===== src/rtl/uart_prog_loader.sv =====
// Purpose : downloads a framed program image (SYNC, LEN_HI, LEN_LO, N x 32-bit words MSB first, CSUM)
//           from a UART receiver into instruction memory, holding the CPU in halt while loading.
// Latency : rx_read the cycle after a byte is accepted; mem_we the cycle after the 4th byte of a word.
// Backpressure: bytes are only acknowledged when the FSM can take them (never in DONE/ERROR), so the
//           receiver simply holds rx_new until rx_read arrives.
// Ports   : clk/rst (sync, active-high); rx_data/rx_new/rx_read receiver handshake; mem_we/mem_addr/
//           mem_wdata memory write port; cpu_halt/cpu_rst_req CPU control; busy/done/err/err_code status.
module uart_prog_loader #(
  parameter int          ADDR_W      = 10,
  parameter int          BASE_ADDR   = 0,
  parameter logic [7:0]  SYNC_BYTE   = 8'hA5,
  parameter int          TIMEOUT_CYC = 2000000
) (
  input  logic              clk,
  input  logic              rst,
  input  logic [7:0]        rx_data,
  input  logic              rx_new,
  output logic              rx_read,
  output logic              mem_we,
  output logic [ADDR_W-1:0] mem_addr,
  output logic [31:0]       mem_wdata,
  output logic              cpu_halt,
  output logic              cpu_rst_req,
  output logic              busy,
  output logic              done,
  output logic              err,
  output logic [1:0]        err_code
);

  // Word index needs one extra bit: a full image holds exactly 2^ADDR_W words.
  localparam int                 IDX_W     = ADDR_W + 1;
  localparam int                 TO_W      = (TIMEOUT_CYC > 1) ? $clog2(TIMEOUT_CYC) : 1;
  localparam logic [16:0]        MAX_WORDS = 17'(1) << ADDR_W;
  localparam logic [ADDR_W-1:0]  BASE      = ADDR_W'(BASE_ADDR);
  localparam logic [TO_W-1:0]    TO_LAST   = TO_W'(TIMEOUT_CYC - 1);

  localparam logic [1:0] EC_TIMEOUT  = 2'b01;
  localparam logic [1:0] EC_OVERFLOW = 2'b10;
  localparam logic [1:0] EC_CSUM     = 2'b11;

  typedef enum logic [2:0] {
    S_IDLE, S_LEN_HI, S_LEN_LO, S_DATA, S_CHECK, S_DONE, S_ERROR
  } state_t;

  state_t              state_q;
  logic                rx_read_q;
  logic                mem_we_q;
  logic [ADDR_W-1:0]   mem_addr_q;
  logic [31:0]         mem_wdata_q;
  logic                cpu_halt_q;
  logic                cpu_rst_req_q;
  logic                busy_q;
  logic                done_q;
  logic                err_q;
  logic [1:0]          err_code_q;
  logic [1:0]          code_q;      // error cause carried into the ERROR state
  logic [15:0]         len_q;
  logic [7:0]          csum_q;
  logic [IDX_W-1:0]    idx_q;
  logic [1:0]          bcnt_q;      // bytes already collected of the current word
  logic [23:0]         buf_q;       // first three bytes; the 4th arrives with the write
  logic [TO_W-1:0]     to_q;

  logic                in_frame_d;
  logic                accept_d;
  logic                timeout_d;
  logic [15:0]         len_d;
  logic [7:0]          csum_d;
  logic [31:0]         word_d;
  logic                last_word_d;

  always_comb begin
    in_frame_d  = (state_q == S_LEN_HI) || (state_q == S_LEN_LO) ||
                  (state_q == S_DATA)   || (state_q == S_CHECK);
    // The rx_read cycle still sees rx_new high; masking with rx_read_q stops a double accept.
    accept_d    = rx_new && !rx_read_q && (in_frame_d || (state_q == S_IDLE));
    timeout_d   = in_frame_d && !accept_d && (to_q == TO_LAST);
    len_d       = {len_q[15:8], rx_data};
    csum_d      = csum_q + rx_data;
    word_d      = {buf_q, rx_data};
    last_word_d = ((17'(idx_q) + 17'd1) == {1'b0, len_q});
  end

  always_ff @(posedge clk) begin
    if (rst) begin
      state_q       <= S_IDLE;
      rx_read_q     <= 1'b0;
      mem_we_q      <= 1'b0;
      mem_addr_q    <= '0;
      mem_wdata_q   <= '0;
      cpu_halt_q    <= 1'b0;
      cpu_rst_req_q <= 1'b0;
      busy_q        <= 1'b0;
      done_q        <= 1'b0;
      err_q         <= 1'b0;
      err_code_q    <= 2'b00;
      code_q        <= 2'b00;
      len_q         <= '0;
      csum_q        <= '0;
      idx_q         <= '0;
      bcnt_q        <= '0;
      buf_q         <= '0;
      to_q          <= '0;
    end else begin
      rx_read_q     <= accept_d;
      mem_we_q      <= 1'b0;
      cpu_rst_req_q <= 1'b0;

      if (!in_frame_d || accept_d) begin
        to_q <= '0;
      end else begin
        to_q <= to_q + TO_W'(1);
      end

      case (state_q)
        S_IDLE: begin
          if (accept_d && (rx_data == SYNC_BYTE)) begin
            state_q    <= S_LEN_HI;
            cpu_halt_q <= 1'b1;
            busy_q     <= 1'b1;
            done_q     <= 1'b0;
            err_q      <= 1'b0;
            err_code_q <= 2'b00;
            code_q     <= 2'b00;
            idx_q      <= '0;
            csum_q     <= '0;
            bcnt_q     <= '0;
            buf_q      <= '0;
          end
        end

        S_LEN_HI: begin
          if (accept_d) begin
            len_q[15:8] <= rx_data;
            csum_q      <= csum_d;
            state_q     <= S_LEN_LO;
          end
        end

        S_LEN_LO: begin
          if (accept_d) begin
            len_q  <= len_d;
            csum_q <= csum_d;
            if ({1'b0, len_d} > MAX_WORDS) begin
              code_q  <= EC_OVERFLOW;
              state_q <= S_ERROR;
            end else if (len_d == 16'd0) begin
              state_q <= S_CHECK;
            end else begin
              state_q <= S_DATA;
            end
          end
        end

        S_DATA: begin
          if (accept_d) begin
            csum_q <= csum_d;
            bcnt_q <= bcnt_q + 2'd1;
            buf_q  <= word_d[23:0];
            if (bcnt_q == 2'd3) begin
              mem_we_q    <= 1'b1;
              mem_addr_q  <= BASE + idx_q[ADDR_W-1:0];  // wraps modulo 2^ADDR_W
              mem_wdata_q <= word_d;
              idx_q       <= idx_q + IDX_W'(1);
              if (last_word_d) begin
                state_q <= S_CHECK;
              end
            end
          end
        end

        S_CHECK: begin
          if (accept_d) begin
            if (rx_data == csum_q) begin
              state_q <= S_DONE;
            end else begin
              code_q  <= EC_CSUM;
              state_q <= S_ERROR;
            end
          end
        end

        S_DONE: begin
          done_q        <= 1'b1;
          cpu_rst_req_q <= 1'b1;
          cpu_halt_q    <= 1'b0;
          busy_q        <= 1'b0;
          state_q       <= S_IDLE;
        end

        S_ERROR: begin
          // cpu_halt deliberately stays set: a failed image must not run.
          err_q      <= 1'b1;
          err_code_q <= code_q;
          busy_q     <= 1'b0;
          state_q    <= S_IDLE;
        end

        default: begin
          state_q <= S_IDLE;
          busy_q  <= 1'b0;
        end
      endcase

      // Timeout only fires in a cycle with no accepted byte, so it never races the cases above.
      if (timeout_d) begin
        code_q  <= EC_TIMEOUT;
        state_q <= S_ERROR;
      end
    end
  end

  assign rx_read     = rx_read_q;
  assign mem_we      = mem_we_q;
  assign mem_addr    = mem_addr_q;
  assign mem_wdata   = mem_wdata_q;
  assign cpu_halt    = cpu_halt_q;
  assign cpu_rst_req = cpu_rst_req_q;
  assign busy        = busy_q;
  assign done        = done_q;
  assign err         = err_q;
  assign err_code    = err_code_q;

endmodule


===== config.mk =====
export PLATFORM = sky130hd
export DESIGN_NAME = uart_prog_loader
export DESIGN_NICKNAME = d
export VERILOG_FILES = /design/src/rtl/uart_prog_loader.sv
export SDC_FILE = /design/constraint.sdc
export NUM_CORES = 1
export LEC_CHECK = 0
export CAP_MARGIN = 25
export CORE_UTILIZATION = 55
export DETAILED_ROUTE_END_ITERATION = 8
export PLACE_DENSITY = 0.77
export RECOVER_POWER = 50
export SLEW_MARGIN = 25
export SYNTH_ARGS = -nofsm -noshare
export SYNTH_HDL_FRONTEND = slang
export SYNTH_SLANG_ARGS = --single-unit

===== constraint.sdc =====
create_clock -name clk -period 5.92 [get_ports clk]
set_input_delay 1.776 -clock clk [delete_from_list [all_inputs] [get_ports clk]]
set_output_delay 1.776 -clock clk [all_outputs]
set_load 0.005 [all_outputs]

==> qor.csv <==
metric,value,unit
power_density,280.6,nW/um^2
routed_wl,14310,microns
ctsHoldBuffers,0,
fp.dieH,107.7,microns
synth_top_area_cell,dfxtp_1,
syn_inst,761,
fillCellCount,880,
core_area,10840,sq um
hold_viol_final,0,
ant_nets,0,
status,"complete, but fails checks",
drive_gt1_frac,0.06905,
grt-ovfl-total,0,
syn_nets,783,
fp.dieArea,11590,sq um
violations,"capacitance limit, slew limit",
seq_area_frac_synth,0.4498,
num_rows,38,
cts_buffers,17,
finalSetupViolCount,0,
route.detailed.drc,0,
timing.hold.ws,0.4486,ns
synth_cell_types,67,
netlist.area_leader.share,0.4498,
worstSetupEndpointType,flop,
cts_setup_buffers,0,
diodes,0,
ir_drop,0.0001817,V
synth.ff_latch_count,138,
worst_ep_required_time,6.29,ns
cts.sinks,138,
syn_area,6142,sq um
final_net_count,821,
crit_type,in2reg,
worstMarginPinSlew,2.174,ns
synth_flop_cell,dfxtp_1,
num_vias,5394,
clkTransAtPathRegs,0.06,ns
grt_pass1_wl,24070,microns
grt_max_degree,69,
first_global_vias,5045,
antenna_found_initial,0,
synth.avg_cell_area,8.071,sq um
synth_edf_count,0,
worstHoldPathType,reg2reg,
via_per_inst,5.672,
htreeDepth,4,
synth_area_leaders,"dfxtp_1 (45%), nand2_1 (10%), a21oi_1 (9.5%)",
wl_per_cell,15.05,microns
synthArstFlopShare,0,
io_pins,62,
final_common_cell,nand2_1,
slew_viol_final,51,
fin_crit,4.098,ns
worst_skew_pair.late_latency,0.53,ns
tns,0,ns
max_freq,244.0,MHz
port_buffers,61,
dp_hpwl,9283,microns
drv_cap,1,
leakagePower,2.588,nW
start_kind,input port,
drtPass1Iterations,5,
worstPathMaxFanout,50,
most-common-layout-cells,"nand2_1 (167), dfxtp_1 (138), a21oi_1 (116)",
slew_headroom,-0.4491,
start_util,0.5666,
place.gp.congestion,0.9109,
min_period_over_period,0.6922,
skew,0.006777,ns
areaGrowthSynthToFinish,19.35,%
cts-root-buf,clkbuf_8,
rsz0062_at_grt,no,
cp.arrival,4.46,ns
ctsResizeCount,0,
ctsLongestPathBuffers,2,
drtIter0Drc,334,
dieWidth,107.7,microns
grt_use_total,0.2647,
synth.yosys.warnings,0,
cts_tree,built,
[stage by stage]
stage | worst slack [ns] | instance area (sq um) | utilization | power [mW] | cells
4_1_cts | 1.759 | 7300 | 0.6734 | 2.071 | 950
2_1_floorplan | 2.550 | 6142 | - | 0.9886 | 761
3_5_place_dp | 1.223 | 6700 | 0.6181 | 1.010 | 919
6_report | 1.822 | 7331 | 0.6762 | 2.057 | 951
5_1_grt | 1.605 | 7331 | 0.6762 | 2.125 | 951
3_3_place_gp | 1.297 | 6700 | 0.6181 | 1.009 | 919
[cells by family (layout without fill, tap and decap cells)]
group           Yosys count  in the layout  synth area share
simple gates            355            355            0.2705
fa+ha+maj                11             11           0.02363
compound gates          165            165            0.1550
flops                   138            138            0.4498
xor+xnor                 37             37           0.05276
buf+inv                  54            104           0.04665
mux                       1              1          0.001630
[sequential cells by signal, indices dropped and copies added, names as in the netlist, 2 cells and up]
register and count:
csum_q 8, state_q 3, code_q 2, bcnt_q 2, len_q 16, idx_q 11, buf_q 24, err_code 2
to_q 21, mem_wdata 32, mem_addr 10
[cells in the mapped netlist, types with 3 or more instances]
cell type  number
a211oi_1        7
a21oi_1       116
and3_1          5
buf_2           6
buf_6           3
clkbuf_1       32
clkbuf_8        5
dfxtp_1       138
ha_1           10
inv_1           5
nand2_1       167
nand2b_1        5
nand3_1        66
nand4_1         4
nor2_1         57
nor3_1         11
nor3b_1         3
nor4_1          9
o21ai_0        13
o22ai_1         3
or3_1           4
xnor2_1        23
xor2_1         14
[metal layers]
| layer | track usage | vias up | share of wire |
|---|---|---|---|
| li1 | - | 2694 | - |
| met1 | 0.3415 | 2523 | 0.45 |
| met2 | 0.4254 | 156 | 0.48 |
| met3 | 0.06053 | 21 | 0.058 |
| met4 | 0.1086 | 0 | 0.016 |
| met5 | 0 | - | 0 |
[cell type report]
class | instances | area, sq um | area share
Sequential cell | 138 | 2763 | 0.3769
Inverter | 7 | 26.28 | 0.003584
Multi-Input combinational cell | 569 | 3105 | 0.4236
Timing Repair Buffer | 66 | 661.9 | 0.09029
Tap cell | 140 | 175.2 | 0.02389
Clock buffer | 20 | 455.4 | 0.06213
Clock inverter | 11 | 143.9 | 0.01963
[where the power goes]
part           total [mW]  switching [mW]  internal (mW)
Sequential          0.933         0.00236          0.931
Combinational      0.0569          0.0394         0.0176
Clock                1.07           0.394          0.672
Total                2.06           0.436           1.62
[final timing paths]
kind              slack, ns                    from  cells after the start                       to
hold / removal         0.45  buf_q[20]$_SDFFE_PP0P_                      2   buf_q[20]$_SDFFE_PP0P_
hold reg to reg        0.45  buf_q[20]$_SDFFE_PP0P_                      2   buf_q[20]$_SDFFE_PP0P_
setup reg to reg       3.36   idx_q[0]$_SDFFE_PP0P_                      8  state_q[2]$_SDFFE_PP0P_
setup / recovery       1.82                     rst                      3      to_q[10]$_SDFF_PP0_
[worst max-delay path, stage by stage]
cell and delay (ns):
clkbuf_1 1.52, or2_0 1.01, nor2_1 0.14
Note: power is estimated with default switching activity, not from simulation.
